$ cat src/rtl/pc_redirect_ctrl_pkg.sv
// Shared types and constants for the fetch-PC redirect controller.
package pc_redirect_ctrl_pkg;

  // Controller state encoding.
  typedef enum logic [1:0] {
    ST_BOOT  = 2'd0,
    ST_RUN   = 2'd1,
    ST_FLUSH = 2'd2
  } state_e;

  // Byte distance between consecutive instructions.
  localparam int unsigned PC_STEP = 4;

  // Low PC bits that must be zero for a word-aligned fetch address.
  localparam logic [1:0] PC_ALIGN_MASK = 2'b11;

  // True when the two low target bits would produce a misaligned fetch.
  function automatic logic is_misaligned(input logic [1:0] lsb);
    return |(lsb & PC_ALIGN_MASK);
  endfunction

endpackage

$ cat src/rtl/pc_redirect_ctrl_sat_counter.sv
// Saturating up-counter used for the branch statistics.
module pc_redirect_ctrl_sat_counter #(
  parameter int W = 16
) (
  input  logic         clk,
  input  logic         rst_n,
  input  logic         inc,
  input  logic         clear,
  output logic [W-1:0] cnt_o
);

  logic [W-1:0] cnt_q;
  logic [W-1:0] cnt_d;

  // Next count: synchronous clear wins, otherwise count up and stick at all-ones.
  always_comb begin
    // NOTE: assign a default first so every path drives cnt_d; no latch is inferred.
    cnt_d = cnt_q;
    if (clear) begin
      cnt_d = '0;
    end else if (inc && (cnt_q != {W{1'b1}})) begin
      cnt_d = cnt_q + W'(1);
    end
  end

  // Count register with asynchronous active-low reset.
  always_ff @(posedge clk or negedge rst_n) begin
    // NOTE: sequential state uses non-blocking assignments only.
    if (!rst_n) begin
      cnt_q <= '0;
    end else begin
      cnt_q <= cnt_d;
    end
  end

  assign cnt_o = cnt_q;

endmodule

$ cat src/rtl/pc_redirect_ctrl.sv
// Owns the architectural fetch PC: sequences it through boot, normal fetch,
// stall and redirect, generates IF/ID and ID/EX flush pulses, and keeps
// saturating branch statistics.
module pc_redirect_ctrl
  import pc_redirect_ctrl_pkg::*;
#(
  parameter int              XLEN         = 32,
  parameter logic [XLEN-1:0] RESET_PC     = 32'h0000_0000,
  parameter int              FLUSH_CYCLES = 2,
  parameter int              CNT_W        = 16
) (
  input  logic             clk,
  input  logic             rst_n,
  input  logic             stall_i,
  input  logic             branch_i,
  input  logic             redirect_i,
  input  logic [XLEN-1:0]  redirect_target_i,
  input  logic             imem_ready_i,
  output logic [XLEN-1:0]  pc_o,
  output logic             pc_valid_o,
  output logic             flush_ifid_o,
  output logic             flush_idex_o,
  output logic             misalign_o,
  output logic             err_o,
  output logic [CNT_W-1:0] branch_cnt_o,
  output logic [CNT_W-1:0] taken_cnt_o
);

  // The flush counter only has to hold FLUSH_CYCLES-1.
  localparam int FC_W = (FLUSH_CYCLES > 1) ? $clog2(FLUSH_CYCLES) : 1;

  state_e          state_q, state_d;
  logic [XLEN-1:0] pc_q, pc_d;
  logic [FC_W-1:0] flush_cnt_q, flush_cnt_d;
  logic            misalign_q, misalign_d;
  logic            err_q, err_d;

  logic            run_redirect;
  logic [XLEN-1:0] pc_inc;
  logic [XLEN-1:0] target_aligned;

  assign run_redirect   = (state_q == ST_RUN) && redirect_i;
  assign pc_inc         = pc_q + XLEN'(PC_STEP);
  assign target_aligned = {redirect_target_i[XLEN-1:2], 2'b00};

  // State, PC, flush counter and status flags; everything returns to boot on reset.
  always_ff @(posedge clk or negedge rst_n) begin
    if (!rst_n) begin
      state_q     <= ST_BOOT;
      pc_q        <= RESET_PC;
      flush_cnt_q <= '0;
      misalign_q  <= 1'b0;
      err_q       <= 1'b0;
    end else begin
      state_q     <= state_d;
      pc_q        <= pc_d;
      flush_cnt_q <= flush_cnt_d;
      misalign_q  <= misalign_d;
      err_q       <= err_d;
    end
  end

  // Next-state and PC sequencing: redirect beats stall beats memory acceptance.
  always_comb begin
    state_d     = state_q;
    pc_d        = pc_q;
    flush_cnt_d = flush_cnt_q;
    misalign_d  = 1'b0;
    err_d       = err_q;
    unique case (state_q)
      ST_BOOT: begin
        state_d = ST_RUN;
      end
      ST_RUN: begin
        if (redirect_i) begin
          pc_d       = target_aligned;
          misalign_d = is_misaligned(redirect_target_i[1:0]);
          if (FLUSH_CYCLES > 1) begin
            state_d     = ST_FLUSH;
            flush_cnt_d = FC_W'(FLUSH_CYCLES - 1);
          end
        end else if (!stall_i && imem_ready_i) begin
          pc_d = pc_inc;
        end
      end
      ST_FLUSH: begin
        // A redirect here is a protocol violation: record it, otherwise ignore it.
        if (redirect_i) begin
          err_d = 1'b1;
        end
        if (imem_ready_i) begin
          pc_d = pc_inc;
        end
        flush_cnt_d = flush_cnt_q - FC_W'(1);
        if (flush_cnt_q == FC_W'(1)) begin
          state_d = ST_RUN;
        end
      end
      default: begin
        state_d = ST_BOOT;
      end
    endcase
  end

  // Output decode: flushes are combinational from redirect_i while in RUN.
  always_comb begin
    pc_valid_o   = 1'b0;
    flush_ifid_o = 1'b0;
    flush_idex_o = 1'b0;
    unique case (state_q)
      ST_RUN: begin
        pc_valid_o   = 1'b1;
        flush_ifid_o = redirect_i;
        flush_idex_o = redirect_i;
      end
      ST_FLUSH: begin
        pc_valid_o   = 1'b1;
        flush_ifid_o = 1'b1;
      end
      default: begin
        pc_valid_o = 1'b0;
      end
    endcase
  end

  assign pc_o       = pc_q;
  assign misalign_o = misalign_q;
  assign err_o      = err_q;

  // Resolved conditional branches; jumps and non-RUN cycles do not count.
  pc_redirect_ctrl_sat_counter #(.W(CNT_W)) u_branch_cnt (
    .clk   (clk),
    .rst_n (rst_n),
    .inc   ((state_q == ST_RUN) && branch_i),
    .clear (1'b0),
    .cnt_o (branch_cnt_o)
  );

  // Taken conditional branches.
  pc_redirect_ctrl_sat_counter #(.W(CNT_W)) u_taken_cnt (
    .clk   (clk),
    .rst_n (rst_n),
    .inc   (run_redirect && branch_i),
    .clear (1'b0),
    .cnt_o (taken_cnt_o)
  );

endmodule

$ cat config.mk
export PLATFORM = sky130hd
export DESIGN_NAME = pc_redirect_ctrl
export DESIGN_NICKNAME = d
export VERILOG_FILES = /design/src/rtl/pc_redirect_ctrl_pkg.sv /design/src/rtl/pc_redirect_ctrl_sat_counter.sv /design/src/rtl/pc_redirect_ctrl.sv
export SDC_FILE = /design/constraint.sdc
export NUM_CORES = 1
export LEC_CHECK = 0
export ABC_AREA = 1
export CAP_MARGIN = 5
export CORE_MARGIN = 1.5
export CORE_UTILIZATION = 35
export CTS_CLUSTER_SIZE = 40
export DETAILED_ROUTE_END_ITERATION = 7
export PLACE_DENSITY_LB_ADDON = 0.12
export SYNTH_ARGS = -nofsm -noshare
export SYNTH_HDL_FRONTEND = slang
export SYNTH_SLANG_ARGS = --single-unit
$ cat constraint.sdc
create_clock -name clk -period 2.3 [get_ports clk]
set_clock_uncertainty 0.2 [all_clocks]
set_input_delay 0.46 -clock clk [delete_from_list [all_inputs] [get_ports clk]]
set_output_delay 0.46 -clock clk [all_outputs]
set_load 0.03 [all_outputs]
* Yosys cells after proc, flatten, opt, wreduce, memory -nomap -nowiden
Cells that the tools add are included.
** Operators by class
- $add $sub $neg :: 4
- Multiplexer cells :: 14
- Reduce and logical (&&, ||, !) cells :: 15
- Equality and inequality tests :: 8
** Operators with widths (number)
- two-way mux 32 bit :: 3
- one-hot mux 32 bit (2 select lines) :: 1
- adder 16 x 1 -> 16 bit (second input constant) :: 2
- adder 32 x 3 -> 32 bit (second input constant) :: 1
- != test 16 bit (second input constant) :: 2
- logical AND 1 bit :: 6
- != test 2 bit (second input constant) :: 3
- one-hot mux 2 bit (3 select lines) :: 1
- AND reduction 2 bit :: 3
- two-way mux 1 bit :: 5
- two-way mux 2 bit :: 2
- one-hot mux 1 bit (2 select lines) :: 2
- OR reduction 2 bit :: 2
- != test 3 x 2 -> 1 bit (second input constant) :: 1
- AND reduction 3 bit :: 1
- == test 2 x 1 -> 1 bit (second input constant) :: 1
- == test 2 bit (second input constant) :: 1
- zero test 2 bit :: 1
- nonzero test 2 bit :: 1
- zero test 1 bit :: 1
- subtractor 1 bit (second input constant) :: 1
** Word-level totals
- Word-level logic and storage cells :: 48
- Bits of input ports :: 38
- Flip-flop bits (word level) :: 69

* Depth between registers and ports, before layout
Gate-level depths: netlist (run 1).
- Depth after elaboration :: 5
- Mapped depth :: 12

* Modules after synthesis
Synthesis (run 1) repeated with hierarchy kept, for this count alone.
** Unflattened totals
- Cells, all modules :: 722
- Area, all modules :: 4799.6 um^2
** By module, submodules not included
- pc_redirect_ctrl :: cells each 434, instances 1, area an instance 2725.1 um^2, sequential area each 875.8 um^2
- pc_redirect_ctrl_sat_counter :: cells each 144, instances 2, area an instance 1037.2 um^2, sequential area each 400.4 um^2

* Worst setup path before layout (run 1)
Ideal clock, no wire load.
- Path type :: flip-flop to output port
- Start :: reg state_q[0]
- End :: out flush_ifid_o
- Buffers on the path :: 0
- Data required time :: 1.640 ns
- Data arrival time :: 1.472 ns
- Cell stages (with the launch flop) :: 5
- Slack :: 0.168 ns
- Cell sequence :: dfrtp_1 -> inv_1 -> ha_1 -> inv_1 -> a21oi_1
** On the way
- Longest elaborated chain between the ends :: 2
- Elaborated cells on any way between the ends :: 3
- Classes of those cells :: 2 x eq/ne; 1 x mux
** Ends and longest elaborated chain
- from (decl) :: line pc_redirect_ctrl.sv:32 : state_e state_q, state_d;
- from (signal assigned) :: line pc_redirect_ctrl.sv:55 : state_q <= state_d;
- == test 2 bit / == test 2 x 1 -> 1 bit (equally long branches) :: line pc_redirect_ctrl.sv:110 : unique case (state_q)
- one-hot mux 1 bit (2 select lines) * :: line pc_redirect_ctrl.sv:110
- to (decl) :: line pc_redirect_ctrl.sv:21 : output logic flush_ifid_o,
Every way passes the cells marked *; elsewhere a longest branch is shown, timed or not.

* Worst setup path after layout (run 1)
- Start :: reg u_taken_cnt.cnt_q[11] (netlist: u_taken_cnt.cnt_o[11])
- End :: out taken_cnt_o[11]
** RTL lines
- from (decl) :: line pc_redirect_ctrl_sat_counter.sv:12 : logic [W-1:0] cnt_q;
- from (signal assigned) :: line pc_redirect_ctrl_sat_counter.sv:32 : cnt_q <= cnt_d;
- to (decl) :: line pc_redirect_ctrl.sv:26 : output logic [CNT_W-1:0] taken_cnt_o
No word-level cell between the ends.

==> results of run 1 <==
[sequential cells by signal (all words and copies together), names as in the netlist]
| signal | flops |
|---|---|
| pc_o | 30 |
| err_o | 1 |
| u_taken_cnt.cnt_o | 16 |
| u_branch_cnt.cnt_o | 16 |
| misalign_o | 1 |
| state_q | 2 |
| flush_cnt_q | 1 |
[Yosys cell counts (2+ instances only)]
master | n | area share
nand2_1 | 224 | 0.19
nor2_1 | 93 | 0.078
inv_1 | 68 | 0.057
dfrtp_1 | 67 | 0.38
nand3_1 | 45 | 0.050
o21ai_0 | 31 | 0.035
a21oi_1 | 14 | 0.016
nor3_1 | 14 | 0.016
xor2_1 | 13 | 0.025
xnor2_1 | 9 | 0.018
buf_2 | 7 | 0.0078
ha_1 | 7 | 0.020
o21ai_2 | 7 | 0.014
buf_6 | 5 | 0.013
nand2_2 | 5 | 0.0070
nand4_1 | 5 | 0.0070
nor2_2 | 5 | 0.0070
o22ai_1 | 5 | 0.0070
nand3_2 | 4 | 0.0090
o21bai_1 | 4 | 0.0067
buf_4 | 3 | 0.0050
clkbuf_1 | 3 | 0.0025
nand3b_1 | 3 | 0.0050
a22oi_1 | 2 | 0.0034
and2_1 | 2 | 0.0028
inv_2 | 2 | 0.0017
nor3_4 | 2 | 0.0073
[cell families (layout without fill, tap and decap cells)]
group | Yosys count | in the layout
adder cells (fa/ha/maj) | 7 | 7
AO/OA/AOI/OAI | 66 | 66
multiplexers | 1 | 1
other | 1 | 2
AND/OR/NAND/NOR | 407 | 407
flip-flops | 67 | 67
buffers and inverters | 89 | 206
XOR/XNOR | 22 | 22
[placed cells by master, fill, tap and decap left out, drive strengths merged]
| cell type | Yosys | final |
|---|---|---|
| a21oi | 14 | 14 |
| a22oi | 2 | 2 |
| a31oi | 1 | 1 |
| and2 | 2 | 2 |
| and3 | 1 | 1 |
| buf | 15 | 18 |
| bufinv | 0 | 1 |
| clkbuf | 3 | 14 |
| clkdlybuf4s50 | 0 | 100 |
| conb | 1 | 2 |
| dfrtp | 67 | 67 |
| dlygate4sd2 | 0 | 1 |
| dlygate4sd3 | 0 | 1 |
| ha | 7 | 7 |
| inv | 71 | 71 |
| mux2i | 1 | 1 |
| nand2 | 230 | 230 |
| nand3 | 49 | 49 |
| nand3b | 3 | 3 |
| nand4 | 5 | 5 |
| nor2 | 98 | 98 |
| nor3 | 16 | 16 |
| nor4 | 1 | 1 |
| o21a | 1 | 1 |
| o21ai | 39 | 39 |
| o21bai | 4 | 4 |
| o22ai | 5 | 5 |
| or2 | 2 | 2 |
| xnor2 | 9 | 9 |
| xor2 | 13 | 13 |
[power by group]
group | total (µW) | switching [µW] | internal, µW
logic | 4200 | 2580 | 1620
clock network | 1470 | 516 | 952
registers | 2150 | 547 | 1600
[routing by layer]
layer	up-vias	global-route usage
met3	18	0.0418
met2	120	0.322
met1	2035	0.249
li1	2292	-
met4	0	0.0634
met5	-	0
[per-stage QoR]
stage          instances  power, µW  utilization
6_report             950       7820        0.485
5_1_grt              950       8430        0.485
4_1_cts              950       7870        0.485
3_5_place_dp         934       6400        0.459
3_3_place_gp         934       6330        0.459
2_1_floorplan        661       4860            -
[cell type report]
| class | instances | area (µm²) |
|---|---|---|
| sequential | 67 | 1680 |
| inverter | 71 | 269 |
| multi-input combinational | 505 | 2400 |
| fill | 1309 | 6450 |
| clock buffer | 14 | 284 |
| timing repair buffer | 120 | 1190 |
| tap | 172 | 215 |
| clock inverter | 1 | 30.0 |
[path summary, 6_finish.rpt]
path | startpoint | to | cells past startpoint
hold reg to reg | err_o | err_o | 1
setup reg to reg | state_q[0] | pc_o[30] | 10
hold / removal | err_o | err_o | 1
setup / recovery | u_taken_cnt.cnt_o[11] | taken_cnt_o[11] | 1
max in group asynchronous | rst_n | u_branch_cnt.cnt_o[14] | 3
min in group asynchronous | rst_n | pc_o[6] | 2
[repair_timing]
action / in CTS / in global routing
endpoints found under the setup margin: 1 / 0
hold buffers: 1 / 0
endpoints found under the hold margin: 14 / 0
buffers inserted: 0 / 0
gates resized for setup: 1 / 0
==> flow_summary.json, run 1 <==
{
  "die_area_um2": 13500,
  "io_pins": 107,
  "synth-seq-area-share": 0.375,
  "path_buf_inv": 1,
  "finalSetupViolCount": 0,
  "maxCapViolCount": 0,
  "route.top_layer_used": "met4",
  "synth_mux_area_frac": 0.00224,
  "vias_per_cell": 4.70,
  "synth_area_per_cell_um2": 6.77,
  "first_pass_iters": 4,
  "powerDensity_nw_per_um2": 1290,
  "max-clock-path-buffers": 2,
  "dpl.hpwl_mm": 9.21,
  "wl_met1_mm": 5.56,
  "fin_crit_sh": 0.957,
  "die_x_um": 116,
  "wl_mm": 12.1,
  "dr.first_iter.drc_count": 223,
  "dpl_worst_slack_ns": 0.0354,
  "synth_top_family_by_area": "simple AND/OR/NAND/NOR gates",
  "slowest_delay_ns": 0.72,
  "fin_setup_tns_ns": 0,
  "fin_crit_ns": 2.20,
  "hold_viol_final": 0,
  "r2r_setup_slack_ns": 0.17,
  "status": "complete, no violations",
  "initial_core_util": 0.357,
  "synth_edf_count": 0,
  "cts_tree": "done",
  "path_class": "flip-flop to primary output",
  "coreArea_um2": 12500,
  "first_global_vias": 4364,
  "drive_above_1_share": 0.0771,
  "synthXorXnorAreaFrac": 0.0431,
  "layout_setup_ws_ns": 0.0987,
  "cts_sinks": 67,
  "slew_headroom": 0.661,
  "wl_met3_um": 660,
  "grt_setup_unrepaired": "false",
  "drv_slew": 0,
  "place_congestion": 0.905,
  "p_leak_uw": 0.00276,
  "antenna_found_initial": 0,
  "synthCells": 660,
  "yosysWarnings": 0,
  "cp-start-kind": "flip-flop",
  "fin_area_um2": 6070,
  "critPathArrivalTime_ns": 1.54,
  "crit_fanout": 6,
  "cts.clk_slew.worst_paths_ns": 0.05,
  "syn_area_um2": 4470,
  "nets": 819,
  "ant_nets": 0,
  "drc": 0,
  "required_ns": 1.64,
  "grt_max_degree": 39,
  "synthAdderAreaFrac": 0.0196,
  "crit_path_end_kind": "primary output",
  "grt_pass1_wl_mm": 20.4,
  "yosysUniqueCellTypes": 38,
  "dominantRegCellSynth": "dfrtp_1",
  "port_buffers": 104,
  "track_usage": 0.193,
  "cpLargestDelayFamily": "buffers and inverters",
  "fmax_mhz": 454,
  "vias": 4465,
  "hold_slack_ns": 0.290,
  "slowest_stage": "clkdlybuf4s50_1",
  "antennaDiodeCount": 0,
  "overflow": 0,
  "synthSimpleGateAreaFrac": 0.385,
  "rows": 41,
  "crit_path_cell_trace": "clkdlybuf4s50_1",
  "met2_length_mm": 5.70,
  "clock_latency_ns": 0.34,
  "async_reset_ff_frac": 1.00,
  "die_h_um": 116,
  "place_area_um2": 5740,
  "synth_compound_area_frac": 0.0854,
  "hp-class": "flip-flop to flip-flop",
  "cts_inserted_buffers": 9,
  "cts_htree_levels": 3,
  "area_growth_pct": 35.8,
  "synth-seq-cells": 67,
  "worstMarginPinSlew_ns": 0.505,
  "wl_per_cell_um": 12.8,
  "vdd_drop_max_mv": 0.723,
  "cts_root_buf": "clkbuf_16"
}
Note: power is estimated with default switching activity, not from simulation.
==> run 2, diff against run 1 <==
Settings changed: CORE_UTILIZATION 35 to 51, SKIP_CTS_REPAIR_TIMING set to 1.
==> flow_summary.json, run 2 (same netlist as run 1, synthesis figures left out) <==
{
  "vias": 4540,
  "area_growth_pct": 30.6,
  "slowest_stage": "clkdlybuf4s50_1",
  "dr.first_iter.drc_count": 177,
  "die_h_um": 96.6,
  "crit_path_end_kind": "primary output",
  "critPathMostFrequentCell": "buf_4",
  "nets": 813,
  "status": "complete, no violations",
  "ant_nets": 0,
  "port_buffers": 104,
  "antenna_found_initial": 0,
  "fin_crit_sh": 0.957,
  "largest_reg_flops": 30,
  "p_leak_uw": 0.00268,
  "place_area_um2": 5620,
  "clock_latency_ns": 0.34,
  "final_cell_mix": "nand2_1, clkdlybuf4s50_1, nor2_1, inv_1, dfrtp_1",
  "vias_per_cell": 5.18,
  "finalSetupViolCount": 0,
  "wl_mm": 11.5,
  "dpl.hpwl_mm": 8.50,
  "drc": 0,
  "overflow": 0,
  "vdd_drop_max_mv": 1.13,
  "path_class": "input port to primary output",
  "die_area_um2": 9330,
  "coreArea_um2": 8340,
  "fin_setup_tns_ns": 0,
  "grt_setup_unrepaired": "false",
  "required_ns": 1.64,
  "critPathArrivalTime_ns": 1.54,
  "fin_crit_ns": 2.20,
  "drv_slew": 0,
  "place_congestion": 0.914,
  "grt_pass1_wl_mm": 20.1,
  "layout_commonest_cell": "nand2_1",
  "cts_htree_levels": 3,
  "grt_max_degree": 68,
  "fin_area_um2": 5840,
  "crit_fanout": 4,
  "rows": 33,
  "powerDensity_nw_per_um2": 1260,
  "cts_sinks": 67,
  "first_global_vias": 4379,
  "maxCapViolCount": 0,
  "final_util": 0.700,
  "fmax_mhz": 454,
  "p_total_uw": 7380,
  "die_x_um": 96.6,
  "cts.clk_slew.worst_paths_ns": 0.07,
  "hold_viol_final": 0,
  "cts_root_buf": "clkbuf_8",
  "crit_path_cell_trace": "clkdlybuf4s50_1, buf_4, nand2_1, a21oi_1, buf_4",
  "antennaDiodeCount": 0,
  "cts_inserted_buffers": 9,
  "wl_per_cell_um": 13.1,
  "drive_above_1_share": 0.0738,
  "max-clock-path-buffers": 2,
  "slowest_delay_ns": 0.54,
  "initial_core_util": 0.536,
  "cts_tree": "done",
  "hp-class": "flip-flop to flip-flop",
  "cp-start-kind": "input port",
  "io_pins": 107,
  "track_usage": 0.257,
  "first_pass_iters": 5
}
## run 2: report_power, final
part	switching, µW	internal, µW	leakage (µW)	total (µW)
Clock	476	553	0.0000974	1030
Sequential	551	1600	0.000834	2150
Combinational	2580	1620	0.00175	4200
Total	3610	3770	0.00268	7380
## run 2: final cells by class
type | count | area, µm²
fill | 684 | 2500
multi-input combinational | 505 | 2410
sequential | 67 | 1680
timing repair buffer | 114 | 1150
inverter | 71 | 269
clock buffer | 11 | 151
tap | 105 | 131
clock inverter | 4 | 50.0
## run 2: worst max-delay path: cells and delay by family
family                 cells  cell delay, ns
and+or+nand+nor            1            0.07
buffers and inverters      3            0.86
AOI/OAI and AO/OA          1            0.15
## run 2: per-layer routing
layer,up-vias,wire [µm],part of all wire,track usage
li1,2289,-,-,-
met1,2071,5040,0.44,0.331
met2,160,5590,0.49,0.435
met3,20,620,0.054,0.0419
met4,0,230,0.020,0.0936
met5,-,0,0,0
## run 2: worst paths after layout
path / startpoint / end / slack [ns] / cells past startpoint
worst max-delay path: redirect_i / flush_ifid_o / 0.1 / 5
worst min register to register: err_o / err_o / 0.30 / 1
worst max register to register: state_q[0] / pc_o[21] / 0.27 / 11
worst min-delay path: err_o / err_o / 0.30 / 1
min in group asynchronous: rst_n / pc_o[8] / 0.45 / 3
max in group asynchronous: rst_n / pc_o[18] / 1.12 / 3
## run 2: metrics by stage
step                      worst slack (ns)  hold slack, ns  instances
after floorplan                      0.168         -0.0356        661
after global placement              0.0512           0.270        861
after detailed placement           0.00948           0.276        861
after CTS                           -0.164         -0.0698        876
after global routing                0.0199           0.326        877
final                               0.0983           0.296        877
==> run 3, diff against run 2 <==
Settings changed: ABC_AREA 1 to unset, CORE_UTILIZATION 51 to 48.
==> flow_summary.json, run 3 <==
{
  "status": "complete, no violations",
  "vias_per_cell": 5.54,
  "coreArea_um2": 7690,
  "yosysTopAreaCellShare": 0.442,
  "crit_fanout": 7,
  "crit_path_cell_trace": "clkdlybuf4s50_1, buf_4, and2_1, o21a_1, buf_4",
  "ant_nets": 0,
  "first_global_vias": 3521,
  "crit_path_end_kind": "primary output",
  "cts_sinks": 67,
  "io_pins": 107,
  "hp-class": "flip-flop to flip-flop",
  "grt_pass1_wl_mm": 16.9,
  "largest_reg_flops": 30,
  "path_class": "input port to primary output",
  "yosysUniqueCellTypes": 64,
  "hold_viol_final": 0,
  "first_pass_iters": 4,
  "yosysWarnings": 0,
  "fin_crit_sh": 0.982,
  "grt_setup_unrepaired": "false",
  "critPathMostFrequentCell": "buf_4",
  "powerDensity_nw_per_um2": 1290,
  "cts_htree_levels": 3,
  "worstMarginPinSlew_ns": 0.552,
  "fmax_mhz": 443,
  "synthCells": 407,
  "synth_edf_count": 0,
  "rows": 32,
  "layout_setup_ws_ns": 0.0403,
  "wl_per_cell_um": 15.5,
  "cts_inserted_buffers": 9,
  "cp-start-kind": "input port",
  "dominantRegCellSynth": "dfrtp_1",
  "maxCapViolCount": 0,
  "drive_above_1_share": 0.146,
  "drv_slew": 0,
  "drc": 0,
  "track_usage": 0.249,
  "cts_root_buf": "clkbuf_8",
  "final_util": 0.711,
  "nets": 590,
  "p_total_uw": 7070,
  "synth_top_cell_by_area": "dfrtp_1",
  "die_x_um": 91.9,
  "dr.first_iter.drc_count": 219,
  "die_area_um2": 8450,
  "overflow": 0,
  "grt_max_degree": 30,
  "dpl.hpwl_mm": 7.35,
  "final_cell_mix": "clkdlybuf4s50_1, dfrtp_1, buf_4, nand3_1, a21oi_1",
  "wl_mm": 10.1,
  "antennaDiodeCount": 0,
  "finalSetupViolCount": 0,
  "critPathArrivalTime_ns": 1.60,
  "slew_headroom": 0.632,
  "place_congestion": 0.832,
  "slowest_delay_ns": 0.44,
  "clock_latency_ns": 0.34,
  "area_growth_pct": 44.0,
  "required_ns": 1.64,
  "max-clock-path-buffers": 2,
  "die_h_um": 91.9,
  "cts.clk_slew.worst_paths_ns": 0.07,
  "instances_no_fill": 651,
  "synth.most_common_cell": "dfrtp_1",
  "synth-seq-cells": 67,
  "initial_core_util": 0.494,
  "cts_tree": "done",
  "vias": 3607,
  "fin_crit_ns": 2.26,
  "layout_commonest_cell": "clkdlybuf4s50_1",
  "synth-seq-area-share": 0.442,
  "ys_top_cells_by_area": "dfrtp_1, xnor2_1, a21oi_1, nand3_1, nand4_1",
  "slowest_stage": "clkdlybuf4s50_1",
  "synth_area_per_cell_um2": 9.33,
  "vdd_drop_max_mv": 0.875,
  "dpl_worst_slack_ns": -0.176,
  "async_reset_ff_frac": 1.00,
  "syn_area_um2": 3800,
  "synth_common_cells": "dfrtp_1, a21oi_1, nand3_1",
  "dp.cells": 635,
  "p_leak_uw": 0.00228,
  "port_buffers": 104,
  "antenna_found_initial": 0
}
## run 3: logic make-up (layout without fill, tap and decap cells)
logic type / Yosys count / in the layout / synth area share
buf+inv: 36 / 177 / 0.0484
xor+xnor: 28 / 28 / 0.0646
flops: 67 / 67 / 0.442
mux: 4 / 4 / 0.0112
simple gates: 156 / 156 / 0.224
compound gates: 108 / 108 / 0.186
fa+ha+maj: 7 / 7 / 0.0231
other cells: 1 / 2 / 0.000988
## run 3: critical path, delay by kind of cell
family,cells,cell delay (ns)
buffers and inverters,3,0.77
AND/OR/NAND/NOR,1,0.18
AO/OA/AOI/OAI,1,0.18
## run 3: final cells by class
class	instances	area [µm²]
clock buffers	9	124
clock inverters	6	90.1
fillers	602	2220
inverters	14	52.6
multi-input cells	305	1970
flip-flops and latches	67	1680
well taps	102	128
repair buffers	148	1430
## run 3: metal layers
layer / routed length [µm] / share of wire / global-route usage / up-vias
li1: - / - / - / 1771
met1: 4490 / 0.45 / 0.340 / 1713
met2: 4910 / 0.49 / 0.403 / 109
met3: 526 / 0.052 / 0.0439 / 14
met4: 161 / 0.016 / 0.0769 / 0
met5: 0 / 0 / 0 / -
## run 3: through the flow
stage	hold slack (ns)	TNS, ns	instance area (µm²)
final	0.285	0	5470
after global routing	0.312	0	5470
after CTS	-0.0896	-0.204	5430
after detailed placement	0.254	-1.23	5220
after global placement	0.261	-0.632	5220
after floorplan	-0.0356	0	3800
## run 3: power breakdown
group	switching, µW	leakage (µW)	total [µW]	internal [µW]
Sequential	458	0.000826	2010	1560
Clock	472	0.000106	1080	608
Combinational	2160	0.00134	3980	1820
## run 3: worst paths after layout
| path | start | to | slack (ns) | cells after the start |
|---|---|---|---|---|
| setup / recovery | redirect_i | flush_ifid_o | 0.04 | 5 |
| hold / removal | err_o | err_o | 0.29 | 1 |
| setup reg to reg | state_q[1] | pc_o[26] | 0.04 | 7 |
| hold reg to reg | err_o | err_o | 0.29 | 1 |
| max in group asynchronous | rst_n | u_taken_cnt.cnt_o[15] | 0.84 | 3 |
| min in group asynchronous | rst_n | pc_o[3] | 0.43 | 2 |
